[config.mk]
export PLATFORM = sky130hd
export DESIGN_NAME = ball_motion_ctrl
export DESIGN_NICKNAME = d
export VERILOG_FILES = /design/src/rtl/ball_motion_ctrl.sv
export SDC_FILE = /design/constraint.sdc
export NUM_CORES = 1
export LEC_CHECK = 0
export ABC_AREA = 1
export CAP_MARGIN = 20
export CORE_MARGIN = 2
export CORE_UTILIZATION = 45
export DETAILED_ROUTE_END_ITERATION = 10
export GPL_TIMING_DRIVEN = 1
export PLACE_DENSITY = 0.74
export SLEW_MARGIN = 20
export SYNTH_ARGS = -nofsm -noshare
export SYNTH_HDL_FRONTEND = slang
export SYNTH_SLANG_ARGS = --single-unit
export TNS_END_PERCENT = 20
[constraint.sdc]
create_clock -name clock -period 2.4 [get_ports clock]
set_clock_uncertainty 0.1 [all_clocks]
set_input_delay 0.48 -clock clock [delete_from_list [all_inputs] [get_ports clock]]
set_output_delay 0.48 -clock clock [all_outputs]
set_load 0.02 [all_outputs]
[src/rtl/ball_motion_ctrl.sv]
// Ball position controller: moves the ball once per video frame during vertical blanking,
// bounces it off the side walls, the top wall and the paddle, and respawns it after a miss.
module ball_motion_ctrl #(
   parameter int H_ACTIVE = 640,
   parameter int V_ACTIVE = 480,
   parameter int RADIUS   = 10,
   parameter int SPEED    = 2,
   parameter int START_X  = 320,
   parameter int START_Y  = 240,
   parameter int PADDLE_Y = 450,
   parameter int PADDLE_W = 80
) (
   input  logic       clock,
   input  logic       reset,
   input  logic       pTick,
   input  logic [9:0] pixelX,
   input  logic [9:0] pixelY,
   input  logic       start,
   input  logic [9:0] paddleX,
   output logic [9:0] ballX,
   output logic [9:0] ballY,
   output logic       running,
   output logic       frameTick,
   output logic       bounceX,
   output logic       bounceY,
   output logic       paddleHit,
   output logic       missed
);

   typedef enum logic [0:0] {IDLE = 1'b0, RUN = 1'b1} state_e;

   localparam logic [10:0] REACH     = 11'(RADIUS + SPEED);
   localparam logic [10:0] RIGHT_LIM = 11'(H_ACTIVE - 1);
   localparam logic [10:0] BOTTOM_LIM = 11'(V_ACTIVE - 1);
   localparam logic [10:0] PAD_TOP   = 11'(PADDLE_Y);
   localparam logic [10:0] PAD_W     = 11'(PADDLE_W);
   localparam logic [9:0]  X_MAX     = 10'(H_ACTIVE - 1 - RADIUS);
   localparam logic [9:0]  Y_PAD     = 10'(PADDLE_Y - RADIUS);
   localparam logic [9:0]  RAD       = 10'(RADIUS);
   localparam logic [9:0]  SPD       = 10'(SPEED);
   localparam logic [9:0]  SX        = 10'(START_X);
   localparam logic [9:0]  SY        = 10'(START_Y);
   localparam logic [9:0]  VS_LINE   = 10'(V_ACTIVE);

   state_e     state_q, state_d;
   logic [9:0] ball_x_q, ball_x_d, ball_y_q, ball_y_d;
   logic       dir_x_q, dir_x_d, dir_y_q, dir_y_d;
   logic       frame_q, fired_q;
   logic       running_q;
   logic       bounce_x_q, bounce_x_d, bounce_y_q, bounce_y_d;
   logic       paddle_hit_q, paddle_hit_d, missed_q, missed_d;
   logic       at_vs_s;
   logic [10:0] x_s, y_s, pad_s;

   assign at_vs_s = (pixelX == 10'd0) && (pixelY == VS_LINE);
   assign x_s     = {1'b0, ball_x_q};
   assign y_s     = {1'b0, ball_y_q};
   assign pad_s   = {1'b0, paddleX};

   // One frame pulse per blanking line; fired_q blocks repeats while pixelX/Y are held.
   always_ff @(posedge clock) begin
      if (reset) begin
         frame_q <= 1'b0;
         fired_q <= 1'b0;
      end else begin
         frame_q <= pTick && at_vs_s && !fired_q;
         fired_q <= at_vs_s && (fired_q || pTick);
      end
   end

   // Next-state, next-position and pulse decode for one motion update.
   always_comb begin
      state_d      = state_q;
      ball_x_d     = ball_x_q;
      ball_y_d     = ball_y_q;
      dir_x_d      = dir_x_q;
      dir_y_d      = dir_y_q;
      bounce_x_d   = 1'b0;
      bounce_y_d   = 1'b0;
      paddle_hit_d = 1'b0;
      missed_d     = 1'b0;
      case (state_q)
         IDLE: begin
            if (start) state_d = RUN;
            else       state_d = IDLE;
         end
         RUN: begin
            if (frame_q) begin
               if (dir_x_q) begin
                  if ((x_s + REACH) >= RIGHT_LIM) begin
                     ball_x_d = X_MAX; dir_x_d = 1'b0; bounce_x_d = 1'b1;
                  end else begin
                     ball_x_d = ball_x_q + SPD;
                  end
               end else begin
                  if (x_s <= REACH) begin
                     ball_x_d = RAD; dir_x_d = 1'b1; bounce_x_d = 1'b1;
                  end else begin
                     ball_x_d = ball_x_q - SPD;
                  end
               end
               if (!dir_y_q) begin
                  if (y_s <= REACH) begin
                     ball_y_d = RAD; dir_y_d = 1'b1; bounce_y_d = 1'b1;
                  end else begin
                     ball_y_d = ball_y_q - SPD;
                  end
               end else if (((y_s + REACH) >= PAD_TOP) && (pad_s <= x_s) && (x_s < (pad_s + PAD_W))) begin
                  ball_y_d = Y_PAD; dir_y_d = 1'b0; bounce_y_d = 1'b1; paddle_hit_d = 1'b1;
               end else if ((y_s + REACH) >= BOTTOM_LIM) begin
                  // A miss overrides whatever the X axis decided in this update.
                  missed_d   = 1'b1;
                  bounce_x_d = 1'b0;
                  ball_x_d   = SX;
                  ball_y_d   = SY;
                  dir_x_d    = 1'b1;
                  dir_y_d    = 1'b0;
                  state_d    = IDLE;
               end else begin
                  ball_y_d = ball_y_q + SPD;
               end
            end else begin
               state_d = RUN;
            end
         end
         default: state_d = IDLE;
      endcase
   end

   // Motion FSM state, position, direction and registered pulse outputs.
   always_ff @(posedge clock) begin
      if (reset) begin
         state_q      <= IDLE;
         ball_x_q     <= SX;
         ball_y_q     <= SY;
         dir_x_q      <= 1'b1;
         dir_y_q      <= 1'b0;
         running_q    <= 1'b0;
         bounce_x_q   <= 1'b0;
         bounce_y_q   <= 1'b0;
         paddle_hit_q <= 1'b0;
         missed_q     <= 1'b0;
      end else begin
         state_q      <= state_d;
         ball_x_q     <= ball_x_d;
         ball_y_q     <= ball_y_d;
         dir_x_q      <= dir_x_d;
         dir_y_q      <= dir_y_d;
         running_q    <= (state_d == RUN);
         bounce_x_q   <= bounce_x_d;
         bounce_y_q   <= bounce_y_d;
         paddle_hit_q <= paddle_hit_d;
         missed_q     <= missed_d;
      end
   end

   assign ballX     = ball_x_q;
   assign ballY     = ball_y_q;
   assign running   = running_q;
   assign frameTick = frame_q;
   assign bounceX   = bounce_x_q;
   assign bounceY   = bounce_y_q;
   assign paddleHit = paddle_hit_q;
   assign missed    = missed_q;

endmodule

==> metrics.txt, run 1 <==
status=complete, no violations; Synth Register Bits=28; vias in the first global route=3156; max-slew violation count=0; Initial Utilization=0.4604; power per cell area=229.8 mW/mm2; DR vias=3196; hold_ws=0.3327 ns; asr flop ratio synth=0; CTS buffer count=3; Die X=84.14 um; Cells after Synth=437; DRC=0; Area after DPL=0.003774 mm2; Setup WS pre-CTS=-0.6638 ns; hold_buf cts=0; multi-input logic area=0.002228 mm2; sw frac=0.2524; Mapped Nets=503; clock sink total=28; initial antenna violation count=0; DR vias/cell=5.265; fmax=434.5 MHz; final instance area=0.004046 mm2; non-filler cells, final=607; clk_lat worst skew=0.27 ns; register share of total power=0.509; Synth Warn #=0; Period Utilization, post-route=0.9590; R2R Path Start=ballY[3]; CP Launch Point=paddleX[7]; max cap viols=0; Cell variety after synth=42; CP delay by family, top=simple AND/OR/NAND/NOR gates; I/O Buffers=58; CTS root buffer=clkbuf_8; Clock power frac=0.266; die height=84.14 um; worst hold start=fired_q; fin nets=598; cell area after synthesis=0.002890 mm2; Least-Margin Pin Slew=0.5540 ns; row cnt=29; max incr delay on CP=0.29 ns; htree depth=1; clock buffer depth=2; Detailed Place HPWL=6567 um; Area Overhead vs Synth=40.00%; global route overflow=0; first-pass GRT wire length=14140 um; full die area=0.007080 mm2; storage element area=560.5 um2; CTS clk-pin slew, worst paths=0.09 ns; startpoint types=input port; HP Class=reg2reg; Avg Synthesized Cell Area=6.614 um2; net switching power=234.6 uW; wire per inst=13.91 um; Internal=695.1 uW; Leakage=1.882 nW; GRT Util Overall=0.2358; setup ws final=0.09846 ns; CP max FO=4; maximum vdd drop=0.2015 mV; Synth Flop Type=dfxtp_1; # placed instances=596; share of layout cells above drive strength 1=0.2094; slowest cell on the critical path=ha_1; Gate power share=0.225; Slew headroom=0.6307; CP endpoint kind=flop; Period minus WS final=2.302 ns; CTS tree=done; gp weighted congestion=0.9536; sequential element share of the synthesized area=0.1939; Crit path required time=2.51 ns; I/O pins=60; core area=0.006277 mm2; cell mode on critical path=nand4_1; final setup violation count=0; Filler cells=549; post-route antenna net violation count=0; endpoints failing hold=0; n_diodes=0; Post-synth EDFFs=0; Buf/Inv on CP=3; cell breakdown of the critical path=dlygate4sd2_1 -> buf_4 -> ha_1 -> nand2_1 -> nor3_2 -> nand4_1 -> o21ai_2 -> buf_6 -> nand3_4 -> nand2_4 -> nand4_1 -> a21oi_2; DR iter-0 viols=157; kind of critical path=in2reg; TritonRoute pass-1 iters=5; unrepaired setup endpoints after global routing=yes; final WL=8444 um; largest net degree at the start of global routing=19; Worst EP arrival=2.41 ns
[worst reg2reg max path: cells and delay by family (launching register included)]
kind / cells / cell delay, ns
compound gates: 1 / 0.26
fa+ha+maj: 1 / 0.21
simple gates: 10 / 0.95
buf+inv: 2 / 0.19
flops: 1 / 0.37
[power by group through the flow]
stage	Sequential, mW	Combinational (mW)	Clock [mW]
6_report	0.473	0.209	0.248
4_1_cts	0.472	0.200	0.253
3_5_place_dp	0.483	0.178	0
5_1_grt	0.474	0.229	0.267
2_1_floorplan	0.480	0.0828	0
3_3_place_gp	0.483	0.173	0
[through the flow]
step                setup TNS [ns]  total power, mW    util
finish                           0           0.9298  0.6446
global route              -0.05944           0.9688  0.6446
CTS                              0           0.9255  0.6317
detailed placement          -14.65           0.6611  0.6012
global placement            -13.20           0.6561  0.6012
floorplan                        0           0.5631       -
[cells by family after synthesis]
family                   share of synthesized area
AO/OA/AOI/OAI                               0.1316
XOR/XNOR                                   0.08485
adder cells (fa/ha/maj)                     0.1385
buffers and inverters                      0.09177
flip-flops                                  0.1939
other                                     0.001297
AND/OR/NAND/NOR                             0.3580
[sequential cells by signal, summed over array words and instances (netlist names)]
signal and flops:
dir_y_q 1, bounceX 1, missed 1, bounceY 1, ballY 9, frameTick 1
running 1, fired_q 1, dir_x_q 1, paddleHit 1, ballX 10
[cells in the mapped netlist, types with 3 or more instances]
| master | count | area (um2) |
|---|---|---|
| nand2_1 | 105 | 394.1 |
| inv_1 | 42 | 157.7 |
| nor2_1 | 35 | 131.4 |
| ha_1 | 32 | 400.4 |
| a21oi_1 | 29 | 145.1 |
| dfxtp_1 | 28 | 560.5 |
| nand3_1 | 25 | 125.1 |
| xor2_1 | 25 | 219.0 |
| o21ai_0 | 21 | 105.1 |
| nand4_1 | 15 | 93.84 |
| nor2_2 | 9 | 56.30 |
| buf_2 | 8 | 40.04 |
| nand2_2 | 7 | 43.79 |
| inv_2 | 6 | 22.52 |
| nor3_1 | 6 | 30.03 |
| nor4_1 | 4 | 25.02 |
| buf_4 | 3 | 22.52 |
| nand2_4 | 3 | 33.78 |
| xnor2_1 | 3 | 26.28 |
[cells in the final DEF, fill, tap and decap left out, types with 2 or more instances in the layout]
| master | count |
|---|---|
| nand2_1 | 100 |
| clkdlybuf4s50_1 | 49 |
| buf_4 | 44 |
| inv_1 | 37 |
| nor2_1 | 32 |
| dfxtp_1 | 28 |
| ha_1 | 27 |
| a21oi_1 | 26 |
| xor2_1 | 25 |
| nand3_1 | 24 |
| o21ai_0 | 19 |
| nand4_1 | 15 |
| inv_2 | 11 |
| nand2_2 | 11 |
| nor2_2 | 10 |
| nor3_1 | 4 |
| nand2_4 | 4 |
| a21oi_2 | 4 |
| ha_4 | 4 |
| xnor2_1 | 3 |
| nor4_1 | 3 |
| clkbuf_8 | 3 |
| dlygate4sd2_1 | 3 |
| dlymetal6s2s_1 | 3 |
| o21ai_2 | 2 |
| o21a_1 | 2 |
| nor3_2 | 2 |
| nor2_4 | 2 |
| nand3_2 | 2 |
| nand3b_1 | 2 |
| o211ai_1 | 2 |
| nand3_4 | 2 |
| a41oi_1 | 2 |
| nor3b_1 | 2 |
| buf_8 | 2 |
[worst paths after layout]
kind | to | slack (ns) | cells after the start
worst max-delay path | ballX[5] | 0.1 | 12
worst min-delay path | frameTick | 0.33 | 1
worst max register to register | ballY[4] | 0.22 | 14
worst min register to register | frameTick | 0.33 | 1
[cell type report]
| type | count | share of cell area |
|---|---|---|
| inverters | 49 | 0.04545 |
| well taps | 77 | 0.02381 |
| flip-flops and latches | 28 | 0.1385 |
| multi-input cells | 347 | 0.5507 |
| repair buffers | 103 | 0.2313 |
| clock buffers | 3 | 0.01020 |
[routing by layer]
layer	GRT usage	wire, um	share of wire
met1	0.3249	3881	0.46
met2	0.3925	4098	0.49
met3	0.03048	376	0.045
met4	0.05572	88	0.010
met5	0	0	0
[repair_timing]
| item | CTS | global route |
|---|---|---|
| pin swaps | 14 | 15 |
| endpoints found under the hold margin | 0 | 0 |
| gates resized for setup | 35 | 23 |
| gates cloned | 1 | 0 |
| buffers inserted | 6 | 2 |
| endpoints found under the setup margin | 26 | 25 |
Note: power is estimated with default switching activity, not from simulation.
==> run 2: changes to the inputs <==
--- a/config.mk
+++ b/config.mk
@@ -11,7 +11,7 @@
 export CORE_UTILIZATION = 45
 export DETAILED_ROUTE_END_ITERATION = 10
 export GPL_TIMING_DRIVEN = 1
-export PLACE_DENSITY = 0.74
+export PLACE_DENSITY = 0.72
 export SLEW_MARGIN = 20
 export SYNTH_ARGS = -nofsm -noshare
 export SYNTH_HDL_FRONTEND = slang
==> constraint.sdc (replaced) <==
create_clock -name clock -period 2.8 [get_ports clock]
set_clock_uncertainty 0.1 [all_clocks]
set_input_delay 0.56 -clock clock [delete_from_list [all_inputs] [get_ports clock]]
set_output_delay 0.56 -clock clock [all_outputs]
set_load 0.05 [all_outputs]
==> run 2 against run 1 <==
- critical path depth increased by 1
- sequential share of layout area increased by 0.90 points
- first-iteration DRC count increased by 18%
- clock-buffer cell count unchanged
- clock power increased by 25%
- via count decreased by 2.1%
- final area decreased by 6.1%
- worst hold slack got worse by 0.0057 ns
- routed wire length decreased by 5.1%
==> metrics.txt, run 2 (synthesized netlist as in run 1, its figures left out) <==
status=complete, no violations; CP endpoint kind=flop; CTS clk-pin slew, worst paths=0.09 ns (about the same); max incr delay on CP=0.49 ns (+0.20 ns); most common cell after layout, fill and taps aside=nand2_1; post-route antenna net violation count=0 (unchanged); CTS root buffer=clkbuf_8; Area Overhead vs Synth=31.43%; # Post-CTS Setup Buffers=0 (-6); I/O pins=60 (unchanged); commonest cells after routing, fill and taps aside=103 x nand2_1, 55 x clkdlybuf4s50_1, 42 x inv_1; max cap viols=0 (unchanged); core area=0.006277 mm2 (unchanged); first-pass GRT wire length=13280 um (-6.1%); unrepaired setup endpoints after global routing=no; CTS buffer count=3 (unchanged); max-slew violation count=0 (unchanged); Crit path required time=2.84 ns (+0.33 ns); initial antenna violation count=0 (unchanged); Initial Utilization=0.4604 (unchanged); fin nets=575 (-3.8%); hold_buf cts=0 (unchanged); n_diodes=0 (unchanged); vias in the first global route=2989 (-5.3%); final setup violation count=0 (unchanged); global route overflow=0 (unchanged); row cnt=29 (unchanged); total power=877.5 uW (-5.6%); DR iter-0 viols=185 (+18%); largest net degree at the start of global routing=20 (+1); htree depth=1 (unchanged); final WL=8012 um (-5.1%); clock buffer depth=2 (unchanged); cell breakdown of the critical path=clkdlybuf4s50_1 -> inv_1 -> ha_1 -> nand2_1 -> nor3_1 -> nand4_1 -> o21ai_0 -> buf_4 -> nand3_4 -> nand2_8 -> inv_2 -> nand2_4 -> o2111ai_2; Buf/Inv on CP=4 (+1); Period Utilization, post-route=0.9588; DR vias/cell=5.347 (+1.6%); CTS tree=done; endpoints failing hold=0 (unchanged); wire per inst=13.70 um (-1.5%); DRC=0 (unchanged); gp weighted congestion=0.9100 (-4.6%); Period minus WS final=2.685 ns; CP delay by family, top=buffers and inverters; kind of critical path=in2reg; multi-input logic area=0.002133 mm2 (-4.3%); startpoint types=input port; setup ws final=0.1152 ns (+0.01677 ns); Slew headroom=0.6044 (-0.02625); clock sink total=28 (unchanged); number of flip-flops in the largest register=10 (unchanged); fmax=372.5 MHz; power per cell area=231.0 mW/mm2 (+0.53%); TritonRoute pass-1 iters=5 (unchanged); Detailed Place HPWL=6371 um (-3.0%); share of layout cells above drive strength 1=0.1339 (-0.07558); Least-Margin Pin Slew=0.5934 ns (+0.03938 ns); slowest cell on the critical path=clkdlybuf4s50_1; die height=84.14 um (unchanged); maximum vdd drop=0.1917 mV (-4.9%); storage element area=560.5 um2 (unchanged); Worst EP arrival=2.72 ns (+0.31 ns); GRT Util Overall=0.2211 (-0.01468); DR vias=3128 (-2.1%); clk_lat worst skew=0.27 ns (about the same); I/O Buffers=58 (unchanged); HP Class=reg2reg; Filler cells=599 (+9.1%); CP max FO=5 (+1); Die X=84.14 um (unchanged); Setup WS pre-CTS=-0.4006 ns (+0.2632 ns); Leakage=1.760 nW (-6.5%); full die area=0.007080 mm2 (unchanged)
==> run 2: cell types whose count changed in the layout (fill, tap and decap cells not counted), sizes merged <==
cell and delta:
buf -25, bufinv +1, clkdlybuf4s15 -1, clkdlybuf4s50 +6
dlygate4sd2 -3
==> run 2: routing by layer <==
layer  global-route usage  share of wire  vias to the layer above
li1                     -              -                     1586
met1               0.2872           0.46                     1440
met2               0.3939           0.48                       92
met3              0.02360          0.048                       10
met4              0.04985          0.011                        0
met5                    0              0                        -
==> run 2: path summary, 6_finish.rpt <==
| kind | start | end | slack (ns) | cells past startpoint |
|---|---|---|---|---|
| setup / recovery | paddleX[3] | dir_x_q | 0.12 | 13 |
| hold / removal | fired_q | frameTick | 0.33 | 1 |
| setup reg to reg | ballX[9] | ballY[4] | 0.30 | 14 |
| hold reg to reg | fired_q | frameTick | 0.33 | 1 |
==> run 2: worst register-to-register path, delay by kind of cell, from the launching register on <==
family                     cells  cell delay, ns
AOI/OAI and AO/OA              2            0.20
buffers and inverters          3            0.45
DFF                            1            0.51
adders and majority gates      1            0.36
and+or+nand+nor                8            0.77
==> run 2: area by class of cell <==
cell class	instances	share of cell area
repair buffers	80	0.1983
well taps	77	0.02536
clock buffers	3	0.01087
clock inverters	1	0.007905
multi-input cells	347	0.5616
flip-flops and latches	28	0.1476
inverters	49	0.04842
==> run 2: where the power goes <==
group / switching (mW) / total (mW) / internal, mW
Combinational: 0.0740 / 0.161 / 0.0871
Clock: 0.120 / 0.311 / 0.191
Sequential: 0.00494 / 0.405 / 0.400
==> run 2: through the flow <==
step,hold WS (ns),utilization,instance area (um2),setup TNS (ns),std cells
global route,0.3622,0.6051,3799,0,585
global placement,0.3115,0.5816,3651,-6.318,580
detailed placement,0.3184,0.5816,3651,-8.048,580
CTS,0.3311,0.5950,3735,-0.001201,584
finish,0.3270,0.6051,3799,0,585
floorplan,0.2989,-,2890,0,437
==> run 2: timing repair <==
action,4_1_cts,5_1_grt
pin swaps,0,4
gates cloned,0,1
resized for setup,3,12
endpoints found under the setup margin,19,26
endpoints found under the hold margin,0,0
==> run 3: changes to the inputs <==
--- a/config.mk
+++ b/config.mk
@@ -10,6 +10,7 @@
 export CORE_MARGIN = 2
 export CORE_UTILIZATION = 45
 export DETAILED_ROUTE_END_ITERATION = 10
+export GPL_ROUTABILITY_DRIVEN = 1
 export GPL_TIMING_DRIVEN = 1
 export PLACE_DENSITY = 0.72
 export SLEW_MARGIN = 20
==> results of run 3 <==
The final DEF is identical to that of run 2; final timing and power are the same.
